File: src/rtl/fp_addsub_pkg.sv
// Shared sizes, compare encodings and the stage-2 payload for the add/sub pipeline.
package fp_addsub_pkg;

    localparam int FractionSize = 23;
    localparam int MantissaSize = FractionSize + 1;
    localparam int RoundingSize = MantissaSize + 3;
    localparam int ExponentSize = 8;
    localparam int ShiftSize    = ExponentSize - 3;

    localparam logic [1:0] CMP_EQ = 2'b00;
    localparam logic [1:0] CMP_GT = 2'b01;
    localparam logic [1:0] CMP_LT = 2'b10;

    typedef struct packed {
        logic [RoundingSize-1:0] large_mant;
        logic [RoundingSize-1:0] small_mant;
        logic [ExponentSize-1:0] exp;
        logic                    sign;
        logic                    eff_op;
        logic                    swapped;
        logic                    exact_zero;
    } align_t;

endpackage

File: src/rtl/pipelined_stage2_align_shifter.sv
// Right-shifts {mantissa,3'b000} and folds every bit shifted out into the LSB (sticky).
module align_shifter
    import fp_addsub_pkg::*;
(
    input  logic [MantissaSize-1:0] mantissa,
    input  logic [ShiftSize-1:0]    shift,
    output logic [RoundingSize-1:0] aligned
);

    logic [RoundingSize-1:0] ext;
    logic [RoundingSize-1:0] shifted;
    logic [RoundingSize-1:0] lost_mask;
    logic                    sticky;

    always_comb begin
        ext       = {mantissa, 3'b000};
        shifted   = ext >> shift;
        // Shifts past the field width leave an all-ones mask, so sticky covers the whole operand.
        lost_mask = ~({RoundingSize{1'b1}} << shift);
        sticky    = |(ext & lost_mask);
        aligned   = {shifted[RoundingSize-1:1], shifted[0] | sticky};
    end

endmodule

File: src/rtl/pipelined_stage2_align.sv
// Add/sub stage 2: operand swap, mantissa alignment with sticky, tentative exponent/sign,
// registered through a valid/ready output register backed by a one-entry skid buffer.
module pipelined_stage2_align
    import fp_addsub_pkg::*;
(
    input  logic                    Clock,
    input  logic                    Reset,
    input  logic                    InValid,
    output logic                    InReady,
    input  logic [ExponentSize-1:0] Exponent1,
    input  logic [ExponentSize-1:0] Exponent2,
    input  logic [MantissaSize-1:0] Mantissa1,
    input  logic [MantissaSize-1:0] Mantissa2,
    input  logic                    OperandSign1,
    input  logic                    OperandSign2,
    input  logic                    Operation,
    input  logic                    EffOperation,
    input  logic [1:0]              Compare,
    input  logic [ShiftSize-1:0]    Difference,
    input  logic [ShiftSize-1:0]    NDifference,
    input  logic                    SignOfDifference,
    input  logic                    ZeroDifference,
    output logic                    OutValid,
    input  logic                    OutReady,
    output logic [RoundingSize-1:0] LargeMantissa,
    output logic [RoundingSize-1:0] SmallMantissa,
    output logic [ExponentSize-1:0] ResultExponent,
    output logic                    ResultSign,
    output logic                    EffOperationOut,
    output logic                    Swapped,
    output logic                    ExactZero
);

    logic                    swap;
    logic                    exact;
    logic [ShiftSize-1:0]    shamt;
    logic [MantissaSize-1:0] small_src;
    logic [RoundingSize-1:0] small_aligned;
    align_t                  in_d;
    align_t                  out_q;
    align_t                  skid_q;
    logic                    out_valid;
    logic                    skid_full;
    logic                    accept;

    always_comb begin
        swap      = SignOfDifference | (ZeroDifference & (Compare == CMP_LT));
        shamt     = SignOfDifference ? NDifference : (ZeroDifference ? '0 : Difference);
        small_src = swap ? Mantissa1 : Mantissa2;
        exact     = EffOperation & ZeroDifference & (Compare == CMP_EQ);
    end

    align_shifter u_shift (
        .mantissa (small_src),
        .shift    (shamt),
        .aligned  (small_aligned)
    );

    always_comb begin
        in_d.large_mant = {(swap ? Mantissa2 : Mantissa1), 3'b000};
        in_d.small_mant = small_aligned;
        in_d.exp        = swap ? Exponent2 : Exponent1;
        // Exact cancellation yields +0 under round-to-nearest.
        in_d.sign       = exact ? 1'b0 : (swap ? (OperandSign2 ^ Operation) : OperandSign1);
        in_d.eff_op     = EffOperation;
        in_d.swapped    = swap;
        in_d.exact_zero = exact;
    end

    assign InReady = ~skid_full;
    assign accept  = InValid & ~skid_full;

    // Skid and input acceptance are mutually exclusive, so a draining output takes the skid first.
    always_ff @(posedge Clock) begin
        if (Reset) begin
            out_valid <= 1'b0;
            out_q     <= '0;
            skid_full <= 1'b0;
            skid_q    <= '0;
        end else if (!out_valid || OutReady) begin
            if (skid_full) begin
                out_q     <= skid_q;
                out_valid <= 1'b1;
                skid_full <= 1'b0;
            end else if (accept) begin
                out_q     <= in_d;
                out_valid <= 1'b1;
            end else begin
                out_valid <= 1'b0;
            end
        end else if (accept) begin
            skid_q    <= in_d;
            skid_full <= 1'b1;
        end
    end

    assign OutValid        = out_valid;
    assign LargeMantissa   = out_q.large_mant;
    assign SmallMantissa   = out_q.small_mant;
    assign ResultExponent  = out_q.exp;
    assign ResultSign      = out_q.sign;
    assign EffOperationOut = out_q.eff_op;
    assign Swapped         = out_q.swapped;
    assign ExactZero       = out_q.exact_zero;

endmodule

File: config.mk
export PLATFORM = sky130hd
export DESIGN_NAME = pipelined_stage2_align
export DESIGN_NICKNAME = d
export VERILOG_FILES = /design/src/rtl/fp_addsub_pkg.sv /design/src/rtl/pipelined_stage2_align_shifter.sv /design/src/rtl/pipelined_stage2_align.sv
export SDC_FILE = /design/constraint.sdc
export NUM_CORES = 1
export LEC_CHECK = 0
export ABC_AREA = 1
export BUFFER_PORTS_ARGS = -buffer_cell sky130_fd_sc_hd__clkbuf_2
export CELL_PAD_IN_SITES_DETAIL_PLACEMENT = 0
export CELL_PAD_IN_SITES_GLOBAL_PLACEMENT = 1
export CORE_MARGIN = 2
export CORE_UTILIZATION = 35
export CTS_BUF_LIST = sky130_fd_sc_hd__clkbuf_2
export DETAILED_ROUTE_END_ITERATION = 10
export PLACE_DENSITY_LB_ADDON = 0.1
export REMOVE_ABC_BUFFERS = 1
export SLEW_MARGIN = 20
export SYNTH_ARGS = -nofsm -noshare
export SYNTH_HDL_FRONTEND = slang
export SYNTH_HIERARCHICAL = 1
export SYNTH_SLANG_ARGS = --single-unit
File: constraint.sdc
create_clock -name Clock -period 2.3 [get_ports Clock]
set_input_delay 0.23 -clock Clock [delete_from_list [all_inputs] [get_ports Clock]]
set_output_delay 0.23 -clock Clock [all_outputs]
set_load 0.05 [all_outputs]
==> results of run 1 <==
[metal layers]
metal	part of all wire, %	up-vias
met1	47	4017
met2	48	183
met5	0	-
met3	3.4	26
met4	1.4	0
li1	-	4538
[worst max-delay path, stage by stage]
cell and delay, ps:
dlygate4sd3_1 540, clkbuf_2 110, nand2_1 50, dlygate4sd3_1 540
nand2_1 50, dlygate4sd3_1 550, nand2_1 90, nand4_1 70
dlygate4sd3_1 570, a21oi_1 150
[worst max-delay path by stage]
| stage | depth (start not counted) | slack, ps | start | to |
|---|---|---|---|---|
| 2_1_floorplan | 5 | -1900 | skid_full | ResultSign |
| 3_3_place_gp | 13 | -200 | Compare[0] | SmallMantissa[11] |
| 3_5_place_dp | 13 | -220 | Compare[0] | SmallMantissa[11] |
| 4_1_cts | 13 | 60 | ZeroDifference | SmallMantissa[11] |
| 5_1_grt | 15 | 4 | ZeroDifference | SmallMantissa[22] |
| 6_report | 10 | 90 | OperandSign2 | ResultSign |
[registers in the layout, summed over array words and instances (netlist names)]
register	flops
ResultSign	1
Swapped	1
OutValid	1
ResultExponent	8
EffOperationOut	1
skid_q	63
SmallMantissa	27
ExactZero	1
skid_full	1
LargeMantissa	24
[layout by cell type, fill, tap and decap left out, types with 29 or more instances in the layout]
cell	n
a21o_1	32
nand3b_1	34
dlygate4sd3_1	113
clkbuf_2	168
nor2_1	84
dfxtp_1	127
nand3_1	81
inv_1	89
a21oi_1	74
nand2_1	307
o21ai_1	67
o21ai_0	112
buf_4	71
a31oi_1	29
[through the flow]
step	std cells	setup WS [ps]	util, %
2_1_floorplan	1116	-1900	-
3_3_place_gp	1628	-202	41.7
3_5_place_dp	1628	-220	41.7
4_1_cts	1773	61.0	48.1
5_1_grt	1774	4.32	48.2
6_report	1774	93.4	48.2
[cell usage after synthesis, types with 3 or more instances]
master	n	share of area, %
o21ai_2	7	0.78
a21oi_1	74	4.7
nand2_2	11	0.88
o21ai_0	125	8.0
a21o_1	32	3.1
nand2_1	307	15
buf_2	29	1.9
nand4_1	8	0.64
a31oi_1	29	2.3
nand3_2	7	0.90
nor3_1	3	0.19
or2_1	3	0.24
clkbuf_1	25	1.2
buf_1	4	0.19
inv_1	89	4.3
o21ai_1	58	3.7
nand3_1	81	5.2
buf_4	12	1.2
nor2_1	84	4.0
dfxtp_1	128	33
buf_6	19	2.7
o211ai_1	4	0.38
inv_2	9	0.43
nand3b_1	34	3.3
nor2_2	3	0.24
and2_1	3	0.24
[area by class of cell]
cell class,count,area (sq um)
Clock inverter,14,181
Multi-Input combinational cell,889,4340
Timing Repair Buffer,345,2640
Sequential cell,128,2560
Inverter,99,377
Fill cell,2356,11300
Tap cell,280,350
Clock buffer,18,90.1
Antenna cell,1,2.50
[cells by family (layout without fill, tap and decap cells)]
kind of cell    Yosys count  count (layout)  synth area share [%]
compound gates          334             334                  23.5
buf+inv                 189             476                  12.1
flops                   128             128                  32.7
mux                       1               1                 0.128
other cells               1               4                0.0479
simple gates            551             551                  31.4
[power breakdown]
| group | switching (uW) | internal (uW) | leakage, uW |
|---|---|---|---|
| clock | 990 | 633 | 0.000162 |
| sequential | 77.0 | 2370 | 0.00105 |
| combinational | 1330 | 786 | 0.00416 |
[timing repair]
item	4_1_cts	5_1_grt
hold buffers	113	0
gates resized for setup	0	10
hold endpoints to repair	95	0
endpoints found under the setup margin	0	24
==> flow_summary_export.csv, run 1 <==
group,metric,value,unit
global_route,busiest_layer,"met2",
setup_path,start_kind,"primary input",
setup_path,critPathRequiredTime,3020,ps
floorplanning,core,21900,sq um
timing,final.min_clock_period,2210,ps
route,drt-total-wl,26.9,mm
floorplanning,ios,154,
timing,finalCritPeriodShare,95.9,%
setup_path,crit_arrival,2930,ps
placed_design,place_area,9130,sq um
placed_design,gp_congestion,0.900,
global_route,grt_max_degree,68,
setup_path,critPathCaptureType,"flop",
timing,worst_slew_pin_slew,751,ps
timing,rsz0062_at_grt,"false",
cts,numClockSinks,128,
power_and_ir_drop,power,6190,uW
placed_design,io_buffer_count,150,
cts,cts_htree_levels,4,
timing,final-hold-violation-count,0,
timing,maxSlewViolCount,0,
yosys,synth_area,7830,sq um
power_and_ir_drop,p_per_area,587,nW/um^2
hold_path,worstHoldStart,"SignOfDifference",
route,drc,0,
timing,hold_slack,86.1,ps
cts,numCtsBuffers,17,
yosys,yosysSeqAreaShare,32.7,%
floorplanning,die_area,23600,sq um
setup_path,critical_path_peak_fanout,2,
cts,cts_tree,"yes",
hold_path,hold_path_end,"skid_q[1]",
cts,postCtsSetupRepairBufs,0,
yosys,yosys_warnings,6,
setup_path,worstRegToRegCells,6,
placed_design,hpwl,18.1,mm
timing,maxSlewHeadroom,49.8,%
setup_path,path_class,"primary input to flop",
yosys,netlist_instances,1204,
global_route,grt_usage,22.8,%
route,drtIter0Drc,420,
outcome,status,"finished clean",
setup_path,worstReg2RegStart,"OutValid",
yosys,ys_seq_elements,128,
finish,syn2layout_area_growth,34.7,%
finish,nNetsFinal,1566,
finish,fin_area,10500,sq um
cts,cts-root-buf,"clkbuf_2",
route,route.detailed.wl_per_inst,15.2,um
job,cap_viol_max_count,0,
global_route,grt_util_met2,39.1,%
global_route,overflow,0,
hold_path,hold_path_class,"primary input to flop",
cts,cts.path.max_buffers,2,
global_route,first_global_vias,8589,
setup_path,r2r_end,"skid_q[5]",
route,firstDrtPassIters,5,
cts,worstSkewPairLatency,770,ps
setup_path,r2r_slack,410,ps
route,viasPerCell,4.94,
timing,clock_skew,46.8,ps
floorplanning,initial_core_util,35.8,%
global_route,grt_util_met1,30.2,%
power_and_ir_drop,peakVddDrop,0.234,mV
global_route,grt_pass1_wl,43.8,mm
timing,setup_viol,0,
route,ant_nets,0,
global_route,grt_use_met3,3.02,%
yosys,synth_edf_count,0,
yosys,avgSynthCellArea,6.50,sq um
floorplanning,die_h,154,um
power_and_ir_drop,power_leakage,0.00538,uW
timing,tns,0,ps
route,vias,8764,
floorplanning,rows,54,
yosys,synth_ff_type,"dfxtp_1",
global_route,antenna_found_initial,1,
floorplanning,die_w,154,um
finish,drive_gt1_share,21.0,%
cts,clk_pin_slew_worst_paths,250,ps
yosys,async_flop_share,0,%
hold_path,hold_depth,4,
timing,clock.fmax,453,MHz
yosys,synth_cell_types,39,
No activity file was read; power rests on OpenSTA's default activity.
==> run 2, diff against run 1 <==
==> constraint.sdc (replaced) <==
create_clock -name Clock -period 2.8 [get_ports Clock]
set_input_delay 0.28 -clock Clock [delete_from_list [all_inputs] [get_ports Clock]]
set_output_delay 0.28 -clock Clock [all_outputs]
set_load 0.05 [all_outputs]
==> run 2 against run 1 <==
Effect of this change: clock skew decreased by 9.4 ps; via count is 1.1% lower; worst hold slack improved by 5.5 ps; worst setup slack gained 250 ps; critical path depth rose by 2; die area unchanged; critical path type unchanged; critical endpoint is now SmallMantissa[11].
==> flow_summary_export.csv, run 2 (synthesized netlist as in run 1, its figures left out) <==
group,metric,value,unit
timing,maxSlewHeadroom,47.8,%
power_and_ir_drop,power_leakage,0.00507,uW
job,cap_viol_max_count,0,
timing,clock.fmax,407,MHz
placed_design,place_area,8640,sq um
timing,hold_slack,91.6,ps
finish,seqCellArea,2560,sq um
finish,syn2layout_area_growth,27.8,%
power_and_ir_drop,switching_share,39.0,%
cts,cts.path.max_buffers,2,
cts,cts-root-buf,"clkbuf_2",
route,drc,0,
timing,setup_viol,0,
finish,largest_register,"skid_q",
global_route,first_global_vias,8241,
placed_design,place_inst,1573,
placed_design,dp_slack,182,ps
route,drt-total-wl,26.4,mm
finish,multi_input_area,4340,sq um
setup_path,critPathCaptureType,"flop",
power_and_ir_drop,power,4900,uW
floorplanning,die_w,154,um
cts,cts_tree,"yes",
power_and_ir_drop,power_frac_comb,33.1,%
setup_path,critPathRequiredTime,3470,ps
power_and_ir_drop,p_sw,1910,uW
setup_path,path_class,"primary input to flop",
power_and_ir_drop,p_clk_share,25.9,%
finish,drive_gt1_share,17.8,%
global_route,grt_max_degree,67,
floorplanning,core,21900,sq um
power_and_ir_drop,cellInternalPower,2990,uW
route,route.detailed.wl_per_inst,15.4,um
timing,rsz0062_at_grt,"false",
cts,worstSkewPairLatency,720,ps
floorplanning,initial_core_util,35.8,%
timing,clock_skew,37.4,ps
floorplanning,die_h,154,um
route,viasPerCell,5.05,
cts,ctsResizeCount,0,
cts,clk_pin_slew_worst_paths,220,ps
finish,layout_commonest_cell,"nand2_1",
timing,fin_ws,343,ps
finish,nNetsFinal,1509,
cts,numClockSinks,128,
finish,largest_reg_flops,63,
timing,final-hold-violation-count,0,
finish,nFillCells,2373,
hold_path,hold_path_class,"primary input to flop",
timing,maxSlewViolCount,0,
route,ant_nets,0,
placed_design,hpwl,17.2,mm
global_route,overflow,0,
route,drtIter0Drc,471,
setup_path,start_kind,"primary input",
power_and_ir_drop,peakVddDrop,0.247,mV
setup_path,critical_path_peak_fanout,28,
global_route,grt_usage,22.5,%
finish,stdcell_count,1716,
global_route,antenna_found_initial,1,
floorplanning,rows,54,
cts,postCtsSetupRepairBufs,0,
timing,worst_slew_pin_slew,782,ps
outcome,status,"finished clean",
power_and_ir_drop,p_seq_share,41.0,%
cts,cts-hold-fix-buffers,111,
setup_path,crit_arrival,3130,ps
finish,fin_area,10000,sq um
placed_design,gp_congestion,0.869,
timing,final.min_clock_period,2460,ps
cts,numCtsBuffers,17,
finish,mostFrequentLayoutCells,"307 x nand2_1, 167 x clkbuf_2, 127 x dfxtp_1, 120 x o21ai_0, 111 x dlygate4sd3_1",
cts,cts_htree_levels,4,
route,firstDrtPassIters,5,
timing,finalCritPeriodShare,87.7,%
global_route,grt_pass1_wl,43.0,mm
floorplanning,die_area,23600,sq um
placed_design,io_buffer_count,150,
route,vias,8668,
floorplanning,ios,154,
power_and_ir_drop,p_per_area,490,nW/um^2
==> run 2: cell count changes in the layout (fill, tap and decap cells not counted) <==
cell           delta
buf_12            -6
o21ai_0           +8
clkinvlp_4        +2
o21ai_2           -2
clkbuf_2          -1
clkinv_1          +1
clkinv_4          -3
clkinv_2          +2
dlygate4sd3_1     -2
o21ai_1           -6
buf_4            -49
inv_6             -2
==> run 2: worst paths after layout <==
check             slack, ps  depth (start not counted)           start                end
setup / recovery        340                         12  ZeroDifference  SmallMantissa[11]
hold / removal           90                          5      Compare[0]          skid_q[3]
setup reg to reg       1050                          5       skid_full  LargeMantissa[13]
hold reg to reg         470                          2      skid_q[23]  SmallMantissa[11]
==> run 2: routing by layer <==
layer | vias to the layer above | part of all wire [%] | global-route usage (%)
li1 | 4427 | - | -
met5 | - | 0 | 0
met1 | 4010 | 48 | 30.3
met4 | 0 | 1.5 | 7.12
met3 | 29 | 3.7 | 3.41
met2 | 202 | 47 | 37.0
==> run 2: per-stage QoR <==
stage	utilization (%)	setup TNS, ps
after floorplan	-	-106660
after global placement	39.5	0
after detailed placement	39.5	0
after CTS	45.7	0
after global routing	45.7	0
final	45.7	0
==> run 2: power groups by stage <==
stage,sequential (uW),combinational (uW),clock (uW)
after floorplan,2330,724,0
final,2010,1620,1270
after CTS,2010,1620,1330
after global routing,2030,1790,1400
after global placement,2050,1470,0
after detailed placement,2050,1470,0
==> run 2: area by class of cell <==
| cell class | instances | area share (%) |
|---|---|---|
| Antenna cell | 1 | 0.0250 |
| Clock buffer | 17 | 0.850 |
| Clock inverter | 14 | 1.66 |
| Inverter | 99 | 3.76 |
| Multi-Input combinational cell | 889 | 43.3 |
| Sequential cell | 128 | 25.6 |
| Tap cell | 280 | 3.50 |
| Timing Repair Buffer | 288 | 21.3 |
==> run 2: worst max-delay path: stages <==
cell,delay (ps)
dlygate4sd3_1,550
clkbuf_2,140
or2_2,340
o21ai_2,200
buf_12,200
inv_6,120
o21ai_1,420
o21ai_2,180
o21a_1,230
o21ai_1,210
nand2_1,80
a31oi_1,160
